--- config.mk ---
export PLATFORM = sky130hd
export DESIGN_NAME = imem_stream_loader
export DESIGN_NICKNAME = d
export VERILOG_FILES = /design/src/rtl/imem_stream_loader.sv
export SDC_FILE = /design/constraint.sdc
export NUM_CORES = 1
export LEC_CHECK = 0
export ABC_AREA = 1
export CORE_ASPECT_RATIO = 1.25
export CORE_MARGIN = 1
export CORE_UTILIZATION = 48
export CTS_CLUSTER_SIZE = 28
export DETAILED_ROUTE_END_ITERATION = 12
export PLACE_DENSITY = 0.67
export SLEW_MARGIN = 5
export SYNTH_ARGS = -nofsm -noshare
export SYNTH_HDL_FRONTEND = slang
export SYNTH_SLANG_ARGS = --single-unit
--- constraint.sdc ---
create_clock -name clock -period 2.5 [get_ports clock]
set_input_delay 0.5 -clock clock [delete_from_list [all_inputs] [get_ports clock]]
set_output_delay 0.5 -clock clock [all_outputs]
set_load 0.02 [all_outputs]
--- src/rtl/imem_stream_loader.sv ---
`default_nettype none
// ============================================================================
// Module   : imem_stream_loader
// Purpose  : Receives a framed byte stream (SYNC, N, N*4 payload bytes,
//            8-bit sum checksum), assembles little-endian 32-bit words and
//            writes them into the instruction memory. The pipeline is held
//            in reset until a frame with a matching checksum is loaded.
// Options  : LOADER_TIMEOUT_EN - abort a stalled frame after TIMEOUT idle
//            cycles in COUNT/DATA/CHECK.
// Revision : 1.0 - initial release
// ============================================================================
module imem_stream_loader #(
    parameter int         DEPTH     = 16,
    parameter int         ADDR_W    = 4,
    parameter logic [7:0] SYNC_BYTE = 8'hA5,
    parameter int         TIMEOUT   = 1024
) (
    input  logic              clock,
    input  logic              reset_n,
    input  logic              in_valid,
    input  logic [7:0]        in_data,
    output logic              in_ready,
    output logic              imem_we,
    output logic [ADDR_W-1:0] imem_addr,
    output logic [31:0]       imem_wdata,
    output logic              cpu_reset,
    output logic              done,
    output logic              error
);

    // Word count is compared unsigned against DEPTH with one spare bit so
    // that DEPTH values up to 256 never truncate.
    localparam logic [8:0] c_DEPTH_9 = 9'(DEPTH);

    typedef enum logic [2:0] {
        S_IDLE  = 3'd0,
        S_COUNT = 3'd1,
        S_DATA  = 3'd2,
        S_CHECK = 3'd3,
        S_DONE  = 3'd4,
        S_ERROR = 3'd5
    } state_t;

    state_t            r_state;
    state_t            w_next;

    logic              r_in_ready;
    logic              r_we;
    logic [ADDR_W-1:0] r_addr;
    logic [31:0]       r_wdata;
    logic [ADDR_W-1:0] r_word_idx;
    logic [ADDR_W-1:0] r_last_idx;
    logic [1:0]        r_lane;
    logic [23:0]       r_word;
    logic [7:0]        r_sum;

    logic              w_accept;
    logic              w_count_bad;
    logic              w_last_byte;
    logic              w_timeout;

    assign w_accept    = in_valid && r_in_ready;
    assign w_count_bad = (in_data == 8'd0) || ({1'b0, in_data} > c_DEPTH_9);
    assign w_last_byte = (r_lane == 2'd3) && (r_word_idx == r_last_idx);

`ifdef LOADER_TIMEOUT_EN
    localparam int                 c_TMO_W    = $clog2(TIMEOUT + 1);
    localparam logic [c_TMO_W-1:0] c_TMO_LAST = c_TMO_W'(TIMEOUT - 1);

    logic [c_TMO_W-1:0] r_tmo_cnt;
    logic               w_frame_active;

    assign w_frame_active = (r_state == S_COUNT) || (r_state == S_DATA) ||
                            (r_state == S_CHECK);
    assign w_timeout      = w_frame_active && !w_accept && (r_tmo_cnt == c_TMO_LAST);

    // Idle-cycle counter: cleared by any accepted byte or outside a frame.
    always_ff @(posedge clock) begin
        if (!reset_n) begin
            r_tmo_cnt <= '0;
        end else if (w_accept || !w_frame_active) begin
            r_tmo_cnt <= '0;
        end else begin
            r_tmo_cnt <= r_tmo_cnt + c_TMO_W'(1);
        end
    end
`else
    assign w_timeout = 1'b0;
`endif

    // State register.
    always_ff @(posedge clock) begin
        if (!reset_n) begin
            r_state <= S_IDLE;
        end else begin
            r_state <= w_next;
        end
    end

    // Next-state decode on accepted bytes, plus status outputs from state.
    always_comb begin
        w_next    = r_state;
        done      = 1'b0;
        error     = 1'b0;
        cpu_reset = 1'b1;
        case (r_state)
            S_IDLE, S_DONE, S_ERROR: begin
                if (w_accept && (in_data == SYNC_BYTE)) begin
                    w_next = S_COUNT;
                end
            end
            S_COUNT: begin
                if (w_accept) begin
                    w_next = w_count_bad ? S_ERROR : S_DATA;
                end
            end
            S_DATA: begin
                if (w_accept && w_last_byte) begin
                    w_next = S_CHECK;
                end
            end
            S_CHECK: begin
                if (w_accept) begin
                    w_next = (in_data == r_sum) ? S_DONE : S_ERROR;
                end
            end
            default: begin
                w_next = S_IDLE;
            end
        endcase
        if (w_timeout) begin
            w_next = S_ERROR;
        end
        if (r_state == S_DONE) begin
            done      = 1'b1;
            cpu_reset = 1'b0;
        end
        if (r_state == S_ERROR) begin
            error = 1'b1;
        end
    end

    // Datapath: frame bookkeeping, word assembly, checksum and write port.
    always_ff @(posedge clock) begin
        if (!reset_n) begin
            r_in_ready <= 1'b0;
            r_we       <= 1'b0;
            r_addr     <= '0;
            r_wdata    <= '0;
            r_word_idx <= '0;
            r_last_idx <= '0;
            r_lane     <= '0;
            r_word     <= '0;
            r_sum      <= '0;
        end else begin
            r_in_ready <= 1'b1;
            r_we       <= 1'b0;
            if ((r_state == S_COUNT) && w_accept) begin
                // N is already range-checked, so N-1 fits the address width.
                r_last_idx <= ADDR_W'(in_data - 8'd1);
                r_word_idx <= '0;
                r_lane     <= '0;
                r_sum      <= '0;
            end
            if ((r_state == S_DATA) && w_accept) begin
                r_sum  <= r_sum + in_data;
                r_lane <= r_lane + 2'd1;
                case (r_lane)
                    2'd0: r_word[7:0]   <= in_data;
                    2'd1: r_word[15:8]  <= in_data;
                    2'd2: r_word[23:16] <= in_data;
                    default: begin
                        r_we       <= 1'b1;
                        r_addr     <= r_word_idx;
                        r_wdata    <= {in_data, r_word};
                        r_word_idx <= r_word_idx + ADDR_W'(1);
                    end
                endcase
            end
        end
    end

    assign in_ready   = r_in_ready;
    assign imem_we    = r_we;
    assign imem_addr  = r_addr;
    assign imem_wdata = r_wdata;

endmodule
`default_nettype wire

# --- Word-level counts from Yosys, hierarchy flattened ---
# Index checks and enable logic that the tools add are counted.
# W data, S select, Z words.
totals:
  ff_bits: 83
  input_bits: 11
  out_inout_bits: 41
classes:
  addsub: 4
  n_lt_le_gt_ge: 1
  eq_ne: 15
  muxes: 19
  bitwise: 1
  reduce_logical: 19
ops:
  columns: ["operator", "n"]
  rows:
  - ["$mux W8", 2]
  - ["$mux W3", 5]
  - ["$mux W4", 3]
  - ["$pmux W3 S4", 1]
  - ["$reduce_and A2 Y1", 5]
  - ["$add A8 B8 Y8", 1]
  - ["$eq A8 B8 Y1", 1]
  - ["$eq A8 B8 Y1 const B", 1]
  - ["$gt A8 B5 Y1 const B", 1]
  - ["$logic_not A8 Y1", 1]
  - ["$ne A2 B2 Y1 const B", 4]
  - ["$eq A3 B2 Y1 const B", 2]
  - ["$eq A3 B3 Y1 const B", 2]
  - ["$logic_and A1 B1 Y1", 6]
  - ["$mux W1", 6]
  - ["$reduce_or A3 Y1", 2]
  - ["$add A4 B1 Y4 const B", 1]
  - ["$eq A2 B2 Y1 const B", 2]
  - ["$eq A4 B4 Y1", 1]
  - ["$mux W2", 2]
  - ["$reduce_and A4 Y1", 1]
  - ["$sub A4 B1 Y4 const B", 1]
  - ["$eq A3 B1 Y1 const B", 1]
  - ["$logic_not A3 Y1", 1]
  - ["other kinds (6)", 6]

# --- Logic depth before layout (Yosys ltp) ---
logic_depth:
  word_depth: 5
  mapped_depth: 10

# --- Worst setup path after synthesis ---
# Ideal clock, no wire load.
synth_timing:
  kind: "in2reg"
  startpoint: "input in_data[0]"
  endpoint: "register r_sum[6]"
  setup_ns: 0.070
  arrival_ns: 1.576
  slack_ns: 0.853
  cell_stages: 7
  n_path_buf: 0
  cell_sequence: "ha_1 -> fa_1 -> nand4_1 -> nand3_1 -> a21oi_1 -> o21ai_0 -> a21oi_1"
synth_via:
  elab_chain_len: 2
synth_rtl:
  columns: ["element", "line_no", "source"]
  rows:
  - ["start, declared", "21", "input logic [7:0] in_data,"]
  - ["$add A8 B8 Y8", "166", "r_sum <= r_sum + in_data;"]
  - ["$mux W8", "165", "if ((r_state == S_DATA) && w_accept) begin"]
  - ["end signal, assigned", "166", null]
  - ["end, declared", "55", "logic [7:0] r_sum;"]
# Every way passes these cells.
# A chain may end at the register's enable or synchronous reset.

# --- Final worst setup path ---
layout_timing:
  startpoint: "register r_state[1]"
  endpoint: "output done"
layout_via:
  elab_chain_len: 2
layout_rtl:
  columns: ["element", "line_no", "source"]
  rows:
  - ["start, declared", "44", "state_t r_state;"]
  - ["start signal, assigned", "96", "r_state <= w_next;"]
  - ["$eq A3 B3 Y1", "134", "if (r_state == S_DONE) begin"]
  - ["$mux W1", "134", null]
  - ["end, declared", "27", "output logic done,"]
# Every way passes these cells.

==> reports/qor.csv <==
metric,value,unit
cts_tree,built,
crit_chain,inv_2 > nand2_1 > nor2_1 > clkdlybuf4s50_1,
hold_class,reg2reg,
ys_async_sr_fraction,0,
hold_viol,0,
drive_gt1_frac,0.137,
die_x,80.8,um
core-area,0.00744,mm^2
crit_path_end_kind,output pin,
first_global_vias,2955,
critPathLaunch,r_state[1],
io_pins,52,
wl,8.20,mm
h-tree-depth,3,
cp.required,2.00,ns
slew_viol_final,0,
post_cts_resized,0,
cts-root-buf,clkbuf_8,
numCtsBuffers,9,
critPathMaxStageDelay,0.63,ns
grt_pass1_wl,13.6,mm
placed_cell_area,0.00431,mm^2
netlist_instances,461,
dieArea,0.00813,mm^2
pre_cts_slack,0.119,ns
placedCellCount,596,
r2r_setup_slack,0.66,ns
port_buffers,51,
nNetsFinal,542,
synth_edf_count,0,
p_per_area,530,mW/mm^2
max_freq,473,MHz
place_hpwl,5.76,mm
num_antenna_cells,0,
p_total,2.38,mW
yosysTopAreaCell,dfxtp_1,
ctsHoldBuffers,0,
start_kind,flop,
syn_area,0.00373,mm^2
yosysSeqAreaShare,0.446,
setup_violations,0,
drtPass1Iterations,4,
fillers,706,
syn_area_per_cell,8.09,um^2
worst_slew_pin_slew,0.819,ns
cap_violations,0,
dr.first_iter.drc_count,215,
grt_use_total,0.218,
clk_pin_slew,0.09,ns
post-synth-top-count-cell,dfxtp_1,
fp.dieH,101,um
irDropWorstVdd,0.312,mV
clkSinkCount,83,
place_congestion,0.818,
grt_max_degree,68,
grt.overflow.total,0,
initial_utilization,0.501,
critPathSlowestCell,clkdlybuf4s50_1,
setup_total_negative_slack,0,ns
drc_errors,0,
holdPathStages,2,
holdPathEnd,r_word[14],
synthTopCellsByArea,"dfxtp_1 45%, nand3_1 7.1%, o21ai_2 7.0%, a21oi_1 6.6%, nand2_1 6.4%",
r2r_cells,5,
r2r-end,imem_wdata[14],
rsz0062_at_grt,no,
syn-num-nets,488,
critPathMaxFanout,4,
post_cts_buffers,0,
clk_latency,0.35,ns
setup_ws,0.386,ns
worstPathArrival,1.61,ns
synth_ff_type,dfxtp_1,
leakage,1.77,nW
antenna_found_initial,0,
area_growth,20.5,%
crit_type,reg2out,
finalInstanceArea,0.00449,mm^2
viasPerCell,5.16,
period_share,0.846,
routedWlPerCell,13.4,um
worstReg2RegStart,r_lane[0],
ys_types,30,
outcome,"complete, no violations",
rows,35,
min_period,2.11,ns
clockBufferDepth,2,
stdcell_count,612,
synth_top_area_share,0.446,
yosys-top-cells-count,"83 x dfxtp_1, 64 x nand2_1, 58 x inv_1",
ys_ff_latch,83,
vias,3156,
fin_skew,0.00911,ns
slew_headroom,0.453,
final_antenna_net_count,0,
ys.warnings.count,0,
min-delay-start,r_word[14],
[final cells by class]
class	instances	area, um^2	share of cell area
clock buffers	10	138	0.0306
clock inverters	6	47.5	0.0106
inverters	62	233	0.0518
multi-input cells	297	1710	0.381
flip-flops and latches	83	1660	0.370
well taps	92	115	0.0256
repair buffers	62	588	0.131
[registers in the layout (all words and copies together), names as in the netlist]
| register | flops |
|---|---|
| imem_addr | 4 |
| imem_wdata | 32 |
| imem_we | 1 |
| in_ready | 1 |
| r_lane | 2 |
| r_last_idx | 4 |
| r_state | 3 |
| r_sum | 8 |
| r_word | 24 |
| r_word_idx | 4 |
[critical path, delay by kind of cell (launching register included)]
family                 cells  cell delay (ns)
DFF                        1             0.35
and+or+nand+nor            2             0.20
buffers and inverters      2             0.72
[kinds of logic after synthesis]
logic type,after synthesis,synth area share
flip-flops,83,0.446
buffers and inverters,81,0.0960
XOR/XNOR,3,0.00705
AO/OA/AOI/OAI,125,0.203
adder cells (fa/ha/maj),16,0.0557
AND/OR/NAND/NOR,153,0.192
[power breakdown]
group	internal, mW	switching [mW]
clock	0.399	0.512
combinational	0.0481	0.0922
sequential	1.33	0.00301
[per-stage QoR]
step / util / hold WS, ns
2_1_floorplan: - / 0.425
3_3_place_gp: 0.578 / 0.437
3_5_place_dp: 0.578 / 0.443
4_1_cts: 0.603 / 0.455
5_1_grt: 0.603 / 0.469
6_report: 0.603 / 0.456
[worst max-delay path by stage]
stage / endpoint / depth (start not counted)
finish: done / 4
global route: r_state[0] / 11
CTS: done / 4
detailed placement: r_sum[6] / 8
global placement: r_sum[6] / 8
floorplan: r_sum[6] / 7
[per-layer routing]
metal	up-vias	global-route usage	routed length, um	part of all wire
met1	1440	0.272	3790	0.46
met4	0	0.103	211	0.026
met5	-	0	0	0
met2	67	0.365	3940	0.48
li1	1631	-	-	-
met3	18	0.0317	257	0.031
[layout by cell type, fill, tap and decap left out, types with 2 or more instances in the layout]
cell	n
a211oi_1	2
a21oi_1	49
buf_4	11
clkbuf_8	10
clkdlybuf4s50_1	50
dfxtp_1	83
ha_1	15
inv_1	58
inv_2	3
inv_6	3
nand2_1	64
nand2_2	2
nand2_4	4
nand3_1	53
nand4_1	2
nor2_1	19
nor3_1	5
o21ai_0	41
o21ai_2	30
xnor2_1	2
(Power assumes the default switching activity.)
